**src/rtl/reg_write_arbiter_pkg.sv**
```systemverilog
// Shared definitions for the processor register bank and its write-port arbiter.
package reg_write_arbiter_pkg;

   localparam int REG_ADDR_W = 5;
   localparam int REG_DATA_W = 32;

   localparam logic [REG_ADDR_W-1:0] ZERO_ADDR = '0;

   typedef enum logic {
      ST_IDLE = 1'b0,
      ST_WIPE = 1'b1
   } arb_state_e;

endpackage

```
**src/rtl/reg_write_arbiter_rr_priority_pick.sv**
```systemverilog
// Combinational round-robin picker: first requester at or after rr_ptr_i wins.
module rr_priority_pick #(
   parameter  int NREQ  = 4,
   localparam int IDX_W = (NREQ > 1) ? $clog2(NREQ) : 1
) (
   input  logic [NREQ-1:0]  req_i,
   input  logic [IDX_W-1:0] rr_ptr_i,
   output logic [NREQ-1:0]  gnt_o,
   output logic [IDX_W-1:0] winner_o,
   output logic             any_req_o
);

   int               sum;
   logic [IDX_W-1:0] idx;

   always_comb begin
      gnt_o     = '0;
      winner_o  = '0;
      any_req_o = 1'b0;
      sum       = 0;
      idx       = '0;
      for (int k = 0; k < NREQ; k++) begin
         // Scan position wraps modulo NREQ without relying on a power-of-two width.
         sum = int'(rr_ptr_i) + k;
         if (sum >= NREQ) sum = sum - NREQ;
         idx = IDX_W'(sum);
         if (!any_req_o && req_i[idx]) begin
            any_req_o = 1'b1;
            winner_o  = idx;
         end
      end
      if (any_req_o) gnt_o[winner_o] = 1'b1;
   end

endmodule

```
**src/rtl/reg_write_arbiter.sv**
```systemverilog
// Register-bank write-port arbiter: round-robin grant of NREQ requesters into a
// registered write command, plus a sequencer that zeroes every bank address.
module reg_write_arbiter
   import reg_write_arbiter_pkg::*;
#(
   parameter  int NREQ     = 4,
   parameter  int ADDR_W   = REG_ADDR_W,
   parameter  int DATA_W   = REG_DATA_W,
   parameter  bit ZERO_REG = 1'b1,
   localparam int IDX_W    = (NREQ > 1) ? $clog2(NREQ) : 1
) (
   input  logic                     clk,
   input  logic                     clr_n,
   // Handshake: a requester holds req[i] with stable addr/data until it sees
   // gnt[i]=1 in some cycle; that cycle is the transfer, and req may change after.
   input  logic [NREQ-1:0]          req,
   input  logic [NREQ*ADDR_W-1:0]   req_addr,
   input  logic [NREQ*DATA_W-1:0]   req_data,
   output logic [NREQ-1:0]          gnt,
   input  logic                     wipe_req,
   output logic                     wipe_busy,
   output logic                     wr_en,
   output logic [ADDR_W-1:0]        wr_addr,
   output logic [DATA_W-1:0]        wr_data,
   output arb_state_e               dbg_state,
   output logic [IDX_W-1:0]         dbg_rr_ptr
);

   arb_state_e        state_q, state_d;
   logic [IDX_W-1:0]  rr_ptr_q, rr_ptr_d;
   logic [ADDR_W-1:0] wipe_cnt_q, wipe_cnt_d;
   logic              busy_q, busy_d;
   logic              wr_en_q, wr_en_d;
   logic [ADDR_W-1:0] wr_addr_q, wr_addr_d;
   logic [DATA_W-1:0] wr_data_q, wr_data_d;

   logic [NREQ-1:0]   pick_gnt;
   logic [IDX_W-1:0]  pick_winner;
   logic              pick_any;

   logic [ADDR_W-1:0] addr_arr [NREQ];
   logic [DATA_W-1:0] data_arr [NREQ];
   logic [ADDR_W-1:0] win_addr;
   logic [DATA_W-1:0] win_data;

   for (genvar g = 0; g < NREQ; g++) begin : g_unpack
      assign addr_arr[g] = req_addr[g*ADDR_W +: ADDR_W];
      assign data_arr[g] = req_data[g*DATA_W +: DATA_W];
   end

   assign win_addr = addr_arr[pick_winner];
   assign win_data = data_arr[pick_winner];

   rr_priority_pick #(.NREQ(NREQ)) u_pick (
      .req_i     (req),
      .rr_ptr_i  (rr_ptr_q),
      .gnt_o     (pick_gnt),
      .winner_o  (pick_winner),
      .any_req_o (pick_any)
   );

   // A wipe request in IDLE pre-empts every requester in that same cycle.
   assign gnt = (clr_n && (state_q == ST_IDLE) && !wipe_req) ? pick_gnt : '0;

   always_comb begin
      state_d    = state_q;
      rr_ptr_d   = rr_ptr_q;
      wipe_cnt_d = wipe_cnt_q;
      busy_d     = 1'b0;
      wr_en_d    = 1'b0;
      wr_addr_d  = wr_addr_q;
      wr_data_d  = wr_data_q;
      case (state_q)
         ST_IDLE: begin
            if (wipe_req) begin
               state_d    = ST_WIPE;
               wipe_cnt_d = '0;
               busy_d     = 1'b1;
            end else if (pick_any) begin
               wr_en_d   = !(ZERO_REG && (win_addr == ADDR_W'(ZERO_ADDR)));
               wr_addr_d = win_addr;
               wr_data_d = win_data;
               rr_ptr_d  = (pick_winner == IDX_W'(NREQ - 1)) ? '0 : pick_winner + 1'b1;
            end
         end
         ST_WIPE: begin
            // Busy stays up into the first IDLE cycle, where the last wipe write is visible.
            busy_d    = 1'b1;
            wr_en_d   = 1'b1;
            wr_addr_d = wipe_cnt_q;
            wr_data_d = '0;
            if (wipe_cnt_q == '1) begin
               state_d    = ST_IDLE;
               wipe_cnt_d = '0;
            end else begin
               wipe_cnt_d = wipe_cnt_q + 1'b1;
            end
         end
         default: state_d = ST_IDLE;
      endcase
   end

   always_ff @(posedge clk) begin
      if (!clr_n) begin
         state_q    <= ST_IDLE;
         rr_ptr_q   <= '0;
         wipe_cnt_q <= '0;
         busy_q     <= 1'b0;
         wr_en_q    <= 1'b0;
         wr_addr_q  <= '0;
         wr_data_q  <= '0;
      end else begin
         state_q    <= state_d;
         rr_ptr_q   <= rr_ptr_d;
         wipe_cnt_q <= wipe_cnt_d;
         busy_q     <= busy_d;
         wr_en_q    <= wr_en_d;
         wr_addr_q  <= wr_addr_d;
         wr_data_q  <= wr_data_d;
      end
   end

   assign wipe_busy  = busy_q;
   assign wr_en      = wr_en_q;
   assign wr_addr    = wr_addr_q;
   assign wr_data    = wr_data_q;
   assign dbg_state  = state_q;
   assign dbg_rr_ptr = rr_ptr_q;

endmodule

```
**config.mk**
```make
export PLATFORM = sky130hd
export DESIGN_NAME = reg_write_arbiter
export DESIGN_NICKNAME = d
export VERILOG_FILES = /design/src/rtl/reg_write_arbiter_pkg.sv /design/src/rtl/reg_write_arbiter_rr_priority_pick.sv /design/src/rtl/reg_write_arbiter.sv
export SDC_FILE = /design/constraint.sdc
export NUM_CORES = 1
export LEC_CHECK = 0
export CAP_MARGIN = 20
export CORE_AREA = 2 2 102 94
export DETAILED_ROUTE_END_ITERATION = 8
export DIE_AREA = 0 0 104 96
export PLACE_DENSITY = 0.77
export SETUP_SLACK_MARGIN = 0.5
export SYNTH_ARGS = -nofsm -noshare
export SYNTH_HDL_FRONTEND = slang
export SYNTH_SLANG_ARGS = --single-unit
```
**constraint.sdc**
```tcl
create_clock -name clk -period 4.8 [get_ports clk]
set_input_delay 0.48 -clock clk [delete_from_list [all_inputs] [get_ports clk]]
set_output_delay 0.48 -clock clk [all_outputs]
set_load 0.03 [all_outputs]
```
==> reports/qor.txt <==
FINISH
---------------------------------------------------------------------------------
Area grow syn2layout ...............................................        69.2%
Share of cells above drive strength 1 ..............................       0.0351
Number of inserted diodes ..........................................            0
Post-layout net count ..............................................          758
Utilization after layout ...........................................        0.582

TIMING
---------------------------------------------------------------------------------
Worst-margin pin slew ..............................................       931 ps
Final Setup Violations .............................................            0
Final Hold Viols ...................................................            0
Headroom to the max-slew limit .....................................        0.378
Total negative setup slack .........................................         0 ps
Setup Skew .........................................................      7.72 ps
Period utilization .................................................        0.756
Clock period minus worst slack .....................................      3630 ps
Max Slew Vio Count .................................................            0
Timing-limited maximum frequency ...................................      276 MHz
RSZ-0062 raised after global routing ...............................           no

SYNTHESIS
---------------------------------------------------------------------------------
Post-Synthesis Cell Area ...........................................     3070 um2
Synthesized netlist net count ......................................          585
Dominant synthesized flop cell .....................................      dfxtp_1
Number of unique standard cell types used by synthesis .............           32
Leading cell type by number of instances after synthesis ...........      nand2_1
Post-Syn Instances .................................................          424
Share of synthesized registers carrying an async set or reset ......            0
Number of enable flip-flop cells after synthesis ...................            0
Top cells by instance count after synthesis ........................ nand2_1, dfxtp_1, a21oi_1
Number of synthesized register bits ................................           47
Fraction of synthesized cell area taken by the top area cell type ..        0.306
Average cell area after synthesis ..................................     7.24 um2
Synth area leader ..................................................      dfxtp_1
Synth area leaders ................................................. dfxtp_1, nand2_1, a311o_1
Warning count from the yosys run ...................................            0
Sequential-to-total area share from yosys stat .....................        0.306

ROUTE
---------------------------------------------------------------------------------
Count of antenna-violating nets left after detailed routing ........            0
Routed via count ...................................................         3877
Total wire length after detailed routing ...........................     11600 um
Detail-routed net length per standard cell .........................      16.1 um
DRC violation count after routing ..................................            0
1st-pass router iterations .........................................            4
Average vias per placed instance ...................................         5.38
Detailed router's first-iteration violation count ..................          138

FLOORPLANNING
---------------------------------------------------------------------------------
Starting Density ...................................................        0.344
Core Footprint .....................................................     8920 um2
Num rows ...........................................................           33
Die footprint ......................................................     9980 um2
DIE WIDTH ..........................................................       104 um
Die boundary height ................................................        96 um
Ports placed on the boundary .......................................          201

CLOCKING
---------------------------------------------------------------------------------
Max clock buf depth ................................................            2
Source-to-sink clock delay at the later pin of the worst-skew pair .       290 ps
Clock buffer count from CTS ........................................            5
H-tree levels ......................................................            2
Count of instances resized after the clock tree is built ...........            0
Number of buffers added for setup after CTS ........................            0
Number of hold buffers added after CTS .............................            0
Clock net sink count ...............................................           47
TritonCTS clock tree ...............................................         done
Clk slew on worst S/H paths ........................................        80 ps
Clock root buffer ..................................................     clkbuf_8

GRT
---------------------------------------------------------------------------------
Vias in the first global route .....................................         3661
Total global routing overflow ......................................            0
Pin count of the biggest net entering global routing ...............           65
Global-route wire length before repair .............................     17900 um
Global routing usage summed across all routing layers ..............        0.222
Number of antenna violations at the first check in global routing ..            0

PLACE
---------------------------------------------------------------------------------
Final RePlAce weighted congestion ..................................        0.833
Count of input and output buffers ..................................          200
Detail Placement HPWL ..............................................      8510 um

HOLD PATH
---------------------------------------------------------------------------------
Hold Crit Start ....................................................   wr_data[2]
Min-delay worst type ............................................... register to register

JOB
---------------------------------------------------------------------------------
Max_cap viols ......................................................            0

WORST SETUP PATH
---------------------------------------------------------------------------------
Critical Path RT ...................................................      4320 ps
Crit path from .....................................................       req[2]
Maximum net fanout on the critical path ............................           16
Element type at the critical path end .............................. primary output
CP arrival .........................................................      3150 ps
Type of the worst setup path ....................................... input pin to primary output
FF-to-FF Start ..................................................... dbg_rr_ptr[1]
Critical path startpoint category ..................................    input pin

PWR
---------------------------------------------------------------------------------
Power Dens Cells ...................................................   230 nW/um2
Peak supply drop ...................................................     0.103 mV
Leakage power ......................................................      1.97 nW

RUN STATUS
---------------------------------------------------------------------------------
Outcome ............................................................ finished clean

==> through the flow <==
| step | std cells | hold slack (ps) | power (W) | setup WS, ps | area [um2] |
|---|---|---|---|---|---|
| after global routing | 720 | 476 | 0.00127 | 1020 | 5190 |
| after CTS | 720 | 458 | 0.00121 | 1210 | 5190 |
| after detailed placement | 712 | 447 | 0.000977 | 1210 | 5110 |
| final | 720 | 457 | 0.00120 | 1170 | 5190 |
| after global placement | 711 | 442 | 0.000965 | 1290 | 5100 |
| after floorplan | 424 | 472 | 0.000736 | 2320 | 3070 |
==> routing by layer <==
layer	vias up	wire, um	GRT usage
li1	1897	-	-
met4	0	138	0.0664
met5	-	0	0
met1	1805	4860	0.260
met2	163	5710	0.402
met3	12	913	0.0582
==> sequential cells by signal, indices dropped and copies added, names as in the netlist <==
register / cells
wr_en: 1
wipe_busy: 1
dbg_state: 1
wr_addr: 5
wr_data: 32
dbg_rr_ptr: 2
wipe_cnt_q: 5
==> layout make-up <==
class | count | area [um2]
Fill cell | 851 | 3720
Timing Repair Buffer | 208 | 2070
Multi-Input combinational cell | 330 | 1930
Sequential cell | 47 | 941
Tap cell | 122 | 153
Clock buffer | 7 | 76.3
Inverter | 5 | 18.8
Clock inverter | 1 | 5.00
==> path summary, 6_finish.rpt <==
check	depth (start not counted)	to	slack, ps
max	7	gnt[3]	1170
min	2	wr_data[2]	460
max reg2reg	8	wr_data[2]	1770
min reg2reg	2	wr_data[2]	460
==> critical path, stage by stage <==
cell             delay [ps]
clkdlybuf4s50_1         530
nor2b_1                 280
a211oi_2                150
nor2_2                  610
ha_1                    270
and3_1                  150
clkdlybuf4s50_1         670
==> cells in the final DEF, fill, tap and decap left out <==
cell             synthesis  layout
clkdlybuf4s50_1          0     200
nand2_1                 99      99
dfxtp_1                 47      47
a21oi_1                 46      46
and3_1                  37      37
a211oi_1                34      34
a311o_1                 32      32
nand3_1                 25      25
o21ai_0                 12      12
nor2_1                  12      11
a22oi_1                  7       7
buf_4                    5       7
ha_1                     6       6
clkbuf_8                 0       5
nand2b_1                 4       4
inv_1                    3       3
nor2b_1                  2       2
a21o_1                   2       2
inv_2                    2       2
nor3b_1                  2       2
clkbuf_1                31       2
a211oi_4                 1       1
a211oi_2                 1       1
nor2_2                   1       1
nor4_1                   1       1
nor3_1                   1       1
or3b_2                   1       1
a211o_1                  1       1
nor2_4                   0       1
a31oi_1                  1       1
nand4_1                  1       1
a311oi_1                 1       1
clkinv_2                 0       1
buf_8                    0       1
==> where the power goes <==
group | leakage [nW] | internal (W) | switching (W) | total [W]
Clock | 0.0422 | 0.000102 | 0.000126 | 0.000229
Combinational | 1.55 | 0.000254 | 0.000276 | 0.000530
Sequential | 0.385 | 0.000419 | 0.0000190 | 0.000438
Total | 1.97 | 0.000776 | 0.000421 | 0.00120
==> cells by family (layout without fill, tap and decap cells) <==
kind of cell / after synthesis / after routing / share of synthesized area
flip-flops: 47 / 47 / 0.306
adder cells (fa/ha/maj): 6 / 6 / 0.0244
AND/OR/NAND/NOR: 186 / 186 / 0.280
buffers and inverters: 47 / 221 / 0.0672
AO/OA/AOI/OAI: 138 / 138 / 0.322
(Power assumes the default switching activity.)
